<file path="config.mk">
export PLATFORM = sky130hd
export DESIGN_NAME = rvtu_done_watchdog
export DESIGN_NICKNAME = d
export VERILOG_FILES = /design/src/rtl/rvtu_done_watchdog.sv
export SDC_FILE = /design/constraint.sdc
export NUM_CORES = 1
export LEC_CHECK = 0
export CORE_MARGIN = 2
export CORE_UTILIZATION = 48
export DETAILED_ROUTE_END_ITERATION = 8
export GPL_ROUTABILITY_DRIVEN = 0
export PLACE_DENSITY = 0.81
export SYNTH_ARGS = -nofsm -noshare
export SYNTH_HDL_FRONTEND = slang
export SYNTH_SLANG_ARGS = --single-unit
</file>
<file path="constraint.sdc">
create_clock -name clk -period 3.19 [get_ports clk]
set_input_delay 0.638 -clock clk [delete_from_list [all_inputs] [get_ports clk]]
set_output_delay 0.638 -clock clk [all_outputs]
set_load 0.01 [all_outputs]
</file>
<file path="src/rtl/rvtu_done_watchdog.sv">
// Completion tracker and run watchdog for N_CH compute channels.
// Optional macro RVTU_WD_TIMESTAMP_EN adds per-channel completion timestamps and the elapsed counter.
module rvtu_done_watchdog #(
    parameter int N_CH = 2,
    parameter int TO_W = 32,
    parameter int TS_W = 32,
    localparam int SEL_W = (N_CH > 1) ? $clog2(N_CH) : 1
) (
    input  logic              clk,
    input  logic              rst_n,
    input  logic              arm,
    input  logic              clr,
    input  logic [TO_W-1:0]   timeout_val,
    input  logic [N_CH-1:0]   ch_en,
    input  logic [N_CH-1:0]   ch_done,
    input  logic [SEL_W-1:0]  rd_sel,
    output logic [TS_W-1:0]   rd_ts,
    output logic [N_CH-1:0]   done_mask,
    output logic              all_done,
    output logic              timeout_err,
    output logic              busy,
    output logic [1:0]        state
);

    typedef enum logic [1:0] {
        S_IDLE    = 2'd0,
        S_RUN     = 2'd1,
        S_DONE    = 2'd2,
        S_TIMEOUT = 2'd3
    } state_t;

    state_t            state_q, state_d;
    logic [N_CH-1:0]   en_q, en_d;
    logic [N_CH-1:0]   mask_q, mask_d;
    logic [TO_W-1:0]   budget_q, budget_d;
    logic [N_CH-1:0]   new_cap;
    logic [N_CH-1:0]   cap;
    logic              start;

    assign new_cap = en_q & ch_done & ~mask_q;

    always_ff @(posedge clk or negedge rst_n) begin
        if (!rst_n) begin
            state_q  <= S_IDLE;
            en_q     <= '0;
            mask_q   <= '0;
            budget_q <= '0;
        end else begin
            state_q  <= state_d;
            en_q     <= en_d;
            mask_q   <= mask_d;
            budget_q <= budget_d;
        end
    end

    always_comb begin
        state_d  = state_q;
        en_d     = en_q;
        mask_d   = mask_q;
        budget_d = budget_q;
        cap      = '0;
        start    = 1'b0;
        if (state_q == S_RUN) begin
            if (clr) begin
                state_d = S_IDLE;
            end else begin
                cap    = new_cap;
                mask_d = mask_q | new_cap;
                if (budget_q != '0)
                    budget_d = budget_q - TO_W'(1);
                // Completion on the same edge as budget expiry resolves to DONE.
                if ((mask_d & en_q) == en_q)
                    state_d = S_DONE;
                else if (budget_q == TO_W'(1))
                    state_d = S_TIMEOUT;
            end
        end else if (clr) begin
            state_d = S_IDLE;
        end else if (arm) begin
            start    = 1'b1;
            en_d     = ch_en;
            budget_d = timeout_val;
            mask_d   = '0;
            state_d  = (ch_en == '0) ? S_DONE : S_RUN;
        end
    end

    assign state       = state_q;
    assign done_mask   = mask_q;
    assign busy        = (state_q == S_RUN);
    assign all_done    = (state_q == S_DONE);
    assign timeout_err = (state_q == S_TIMEOUT);

`ifdef RVTU_WD_TIMESTAMP_EN
    logic [TS_W-1:0] elapsed_q;
    logic [TS_W-1:0] elapsed_inc;
    logic [TS_W-1:0] ts_q [N_CH];

    assign elapsed_inc = (elapsed_q == '1) ? elapsed_q : elapsed_q + TS_W'(1);

    always_ff @(posedge clk or negedge rst_n) begin
        if (!rst_n) begin
            elapsed_q <= '0;
            for (int i = 0; i < N_CH; i++) ts_q[i] <= '0;
        end else if (start) begin
            elapsed_q <= '0;
            for (int i = 0; i < N_CH; i++) ts_q[i] <= '0;
        end else begin
            if (state_q == S_RUN && !clr)
                elapsed_q <= elapsed_inc;
            for (int i = 0; i < N_CH; i++)
                if (cap[i]) ts_q[i] <= elapsed_inc;
        end
    end

    always_comb begin
        rd_ts = '0;
        for (int i = 0; i < N_CH; i++)
            if (rd_sel == SEL_W'(i)) rd_ts = ts_q[i];
    end
`else
    logic unused_ts;
    assign unused_ts = ^{rd_sel, cap, start};
    assign rd_ts     = '0;
`endif

endmodule

</file>
=== Word-level counts from Yosys, hierarchy flattened ===
Cells that the tools add are included.

* Bits in registers: 38
* Output and inout bits: 39
* Word-level logic and storage cells: 43

* $add $sub $neg: 1
* Eq/ne operators: 7
* Muxes and demuxes: 16
* Bitwise logic cells: 7
* Reductions and logical operators: 8

{| class="wikitable"
|+ Operator list
! cell !! number
|-
| 32-bit two-way mux || 5
|-
| 32-bit by 1-bit equality test with 1-bit output, second input constant || 1
|-
| 32-bit nonzero test || 1
|-
| 32-bit by 1-bit subtractor with 32-bit output, second input constant || 1
|-
| 2-bit two-way mux || 11
|-
| 2-bit AND || 3
|-
| 3-bit AND reduction || 2
|-
| 2-bit equality test, second input constant || 2
|-
| 4-bit by 2-bit inequality test with 1-bit output, second input constant || 1
|-
| 2-bit AND reduction || 2
|-
| 3-bit nonzero test || 1
|-
| 2-bit by 1-bit equality test with 1-bit output, second input constant || 1
|-
| 2-bit equality test || 1
|-
| 2-bit zero test || 1
|-
| 2-bit by 1-bit inequality test with 1-bit output, second input constant || 1
|-
| 1-bit inverter || 2
|-
| 2-bit inverter || 1
|-
| 2-bit OR || 1
|-
| 2-bit nonzero test || 1
|}

=== Logic depth before layout (Yosys ltp) ===
* Depth in word-level cells: 8
* Depth in mapped cells: 9
* Depth with buffers taken out: 7

=== Least setup slack after synthesis ===
Ideal clock, no wire load.

* Path type: flip-flop to flip-flop
* Start: register budget_q[0]
* End: register budget_q[25]
* Setup time: 0.126 ns
* Arrival time: 2.339 ns
* Required time: 3.064 ns
* Slack: 0.725 ns
* Stages on the path, launching flop included: 9
* Path buffers: 1
* Period minus slack after synthesis: 2.465 ns
* Cells stage by stage: dfrtp_1 > inv_1 > ha_1 > nor3b_1 > nand2_1 > nand4b_1 > and2_1 > clkbuf_1 > a221o_1

* Cells in the longest elaborated chain, start to end: 4

{| class="wikitable"
|+ Ends and longest elaborated chain
! item !! line !! text
|-
| from (decl) || 35 || <nowiki>logic [TO_W-1:0] budget_q, budget_d;</nowiki>
|-
| from (signal assigned) || 52 || <nowiki>budget_q <= budget_d;</nowiki>
|-
| 32-bit by 1-bit subtractor with 32-bit output || 70 || <nowiki>budget_d = budget_q - TO_W'(1);</nowiki>
|-
| 32-bit two-way mux || 69 || <nowiki>if (budget_q != '0)</nowiki>
|-
| 32-bit two-way mux || 64 || <nowiki>if (clr) begin</nowiki>
|-
| 32-bit two-way mux || 63 || <nowiki>if (state_q == S_RUN) begin</nowiki>
|}

Several ways; a longest one is shown, not always the timed one. The select of a mux whose other input is x is not followed.
A chain may end at the register's enable or synchronous reset.

=== Worst setup path in the final report ===
* Start: register budget_q[2]
* End: register budget_q[25]

The elaborated chain is that of the path after synthesis.

==> impl_metrics.ini <==
[power]
vdd_drop_max_mv = 0.206
leakage_uw = 0.00123
power_density_nw_per_um2 = 454

[timing]
hold_violations = 0
max_slew_margin_pct = 46.3
fin_tns_setup_ps = 0
clock.fmax_mhz = 392
rsz0062_at_grt = no
fin_crit_ps = 2550
slew_violations = 0
worstMarginPinSlew_ps = 806
fin_skew_ps = 9.17
fin_crit_sh_pct = 80.0
setup_viol = 0

[cts]
cts_tree = built
clk_pin_slew_ps = 80
cts_resized = 0
h-tree-depth = 2
cts-hold-fix-buffers = 0
clk_latency_ps = 300
clockBufferDepth = 2
clock_sinks = 38
post_cts.repair.setup_buffers = 0
clockRootBuffer = clkbuf_8
cts_buffers = 5

[synthesis]
synth_area_um2 = 2690
synth_area_per_cell_um2 = 8.20
synth_area_leaders = dfrtp_1 (35%), buf_4 (8.9%), a21oi_1 (5.8%)
synth_top_area_share_pct = 35.3
ys.flop_type = dfrtp_1
synth_most_common_cell = dfrtp_1
yosysTopAreaCell = dfrtp_1
ys_seq_area_share_pct = 35.3
synth_edf_count = 0
ys_async_sr_fraction_pct = 100
ys_types = 53
ys_ff_latch = 38
synth_commonest_cells = dfrtp_1 (38), buf_4 (32), a21oi_1 (31)
yosys_warnings = 0
syn_inst = 328

[critical_path]
crit_path_max_fanout = 11
cp-end-kind = flip-flop
reg2reg_depth = 5
crit_chain = nor4_1 > nand3_1 > or4_4 > and3_1 > a221o_1
cpPeakStageDelay_ps = 600
crit_arrival_ps = 2740
startpoint_type = flip-flop
cp_data_required_time_ps = 3380
cp_slowest_cell = or4_4
r2r_setup_slack_ps = 640
worstSetupPathType = flip-flop to flip-flop

[floorplanning]
rows = 27
start_util_pct = 49.2
core_um2 = 5470
die_y_um = 78.9
dieArea_um2 = 6220
ios = 80
die_w_um = 78.9

[cells_and_area]
final_util_pct = 58.3
multi_input_area_um2 = 1500
n_antenna_cell = 0
final_nets = 414
fill_cells = 515
syn_to_final_growth_pct = 18.5
register_area_um2 = 951
layout-drive-gt1-share_pct = 7.01

[global_routing]
antenna_found_initial = 0
track_usage_pct = 23.0
grt_first_pass_wirelength_um = 11500
grt_max_degree = 39
first_global_vias = 2410
overflow = 0

[drt]
top_layer = met4
ant_nets = 0
routed_wl_um = 6920
via_per_inst = 5.93
drc = 0
first_iter_violations = 215
vias = 2626
first_pass_iters = 4
wl_per_cell_um = 15.6
wl_met2_um = 3230
wl_met3_um = 571
wl_met1_um = 3040

[placed_design]
hpwl_um = 4890
io_buffers = 46

[flow_run]
cap_viol_max_count = 0

[hold_path]
holdPathStages = 1
hp-class = flip-flop to flip-flop

[run_status]
status = finished clean
==> power by group <==
part | switching, uW | internal, uW | total, uW
Clock | 169 | 151 | 319
Sequential | 126 | 581 | 707
Combinational | 220 | 201 | 421
Total | 515 | 933 | 1450
==> critical path: cells and delay by family, from the launching register on <==
family | cells | cell delay, ps
DFF | 1 | 440
and+or+nand+nor | 4 | 1750
AOI/OAI and AO/OA | 1 | 250
==> cell families after synthesis <==
logic type      count (synthesis)  share of synthesized area [%]
buf+inv                        59                           13.3
compound gates                104                           25.4
other cells                     1                          0.139
mux                             2                          0.837
fa+ha+maj                       2                          0.930
flops                          38                           35.3
simple gates                  122                           24.0
==> layout by cell type (no fill, tap or decap), types with 5 or more instances in the layout <==
master | netlist | routed
clkdlybuf4s50_1 | 0 | 46
dfrtp_1 | 38 | 38
conb_1 | 1 | 32
a21oi_1 | 31 | 31
nand2_1 | 26 | 26
nor2_1 | 26 | 26
o21ai_0 | 21 | 21
nor4_1 | 13 | 13
buf_4 | 32 | 12
nand3_1 | 10 | 10
nor3_1 | 9 | 9
a31oi_1 | 7 | 7
nand4_1 | 7 | 7
inv_1 | 6 | 6
a32o_1 | 5 | 5
clkbuf_8 | 0 | 5
==> flip-flops by register name, indices dropped and copies added, names as in the netlist <==
| register | flops |
|---|---|
| state | 2 |
| en_q | 2 |
| done_mask | 2 |
| budget_q | 32 |
==> stage by stage <==
step | std cells | instance area [um2] | setup slack, ps | hold slack [ps] | power (uW)
after floorplan | 359 | 2810 | 725 | 342 | 996
after global placement | 436 | 3110 | 648 | 509 | 1110
after detailed placement | 436 | 3110 | 576 | 513 | 1130
after CTS | 443 | 3190 | 662 | 530 | 1440
after global routing | 443 | 3190 | 443 | 553 | 1540
final | 443 | 3190 | 639 | 538 | 1450
==> final timing paths <==
path                                          startpoint                        to
min in group asynchronous                          rst_n   budget_q[4]$_DFFE_PN0P_
worst min register to register  budget_q[26]$_DFFE_PN0P_  budget_q[26]$_DFFE_PN0P_
max in group asynchronous                          rst_n  budget_q[27]$_DFFE_PN0P_
worst max-delay path             budget_q[2]$_DFFE_PN0P_  budget_q[25]$_DFFE_PN0P_
worst max register to register   budget_q[2]$_DFFE_PN0P_  budget_q[25]$_DFFE_PN0P_
worst min-delay path            budget_q[26]$_DFFE_PN0P_  budget_q[26]$_DFFE_PN0P_
==> area by class of cell <==
cell class / instances / share of cell area, %
Tap cell: 72 / 2.83
Inverter: 6 / 0.706
Multi-Input combinational cell: 262 / 47.0
Sequential cell: 38 / 29.8
Clock buffer: 7 / 2.39
Timing Repair Buffer: 58 / 17.3
==> routing by layer <==
metal  track usage [%]  vias up
met4              7.93        0
met3              3.52        8
li1                  -     1253
met5                 0        -
met1              31.5     1252
met2              37.4      113
No activity file was read; power rests on OpenSTA's default activity.
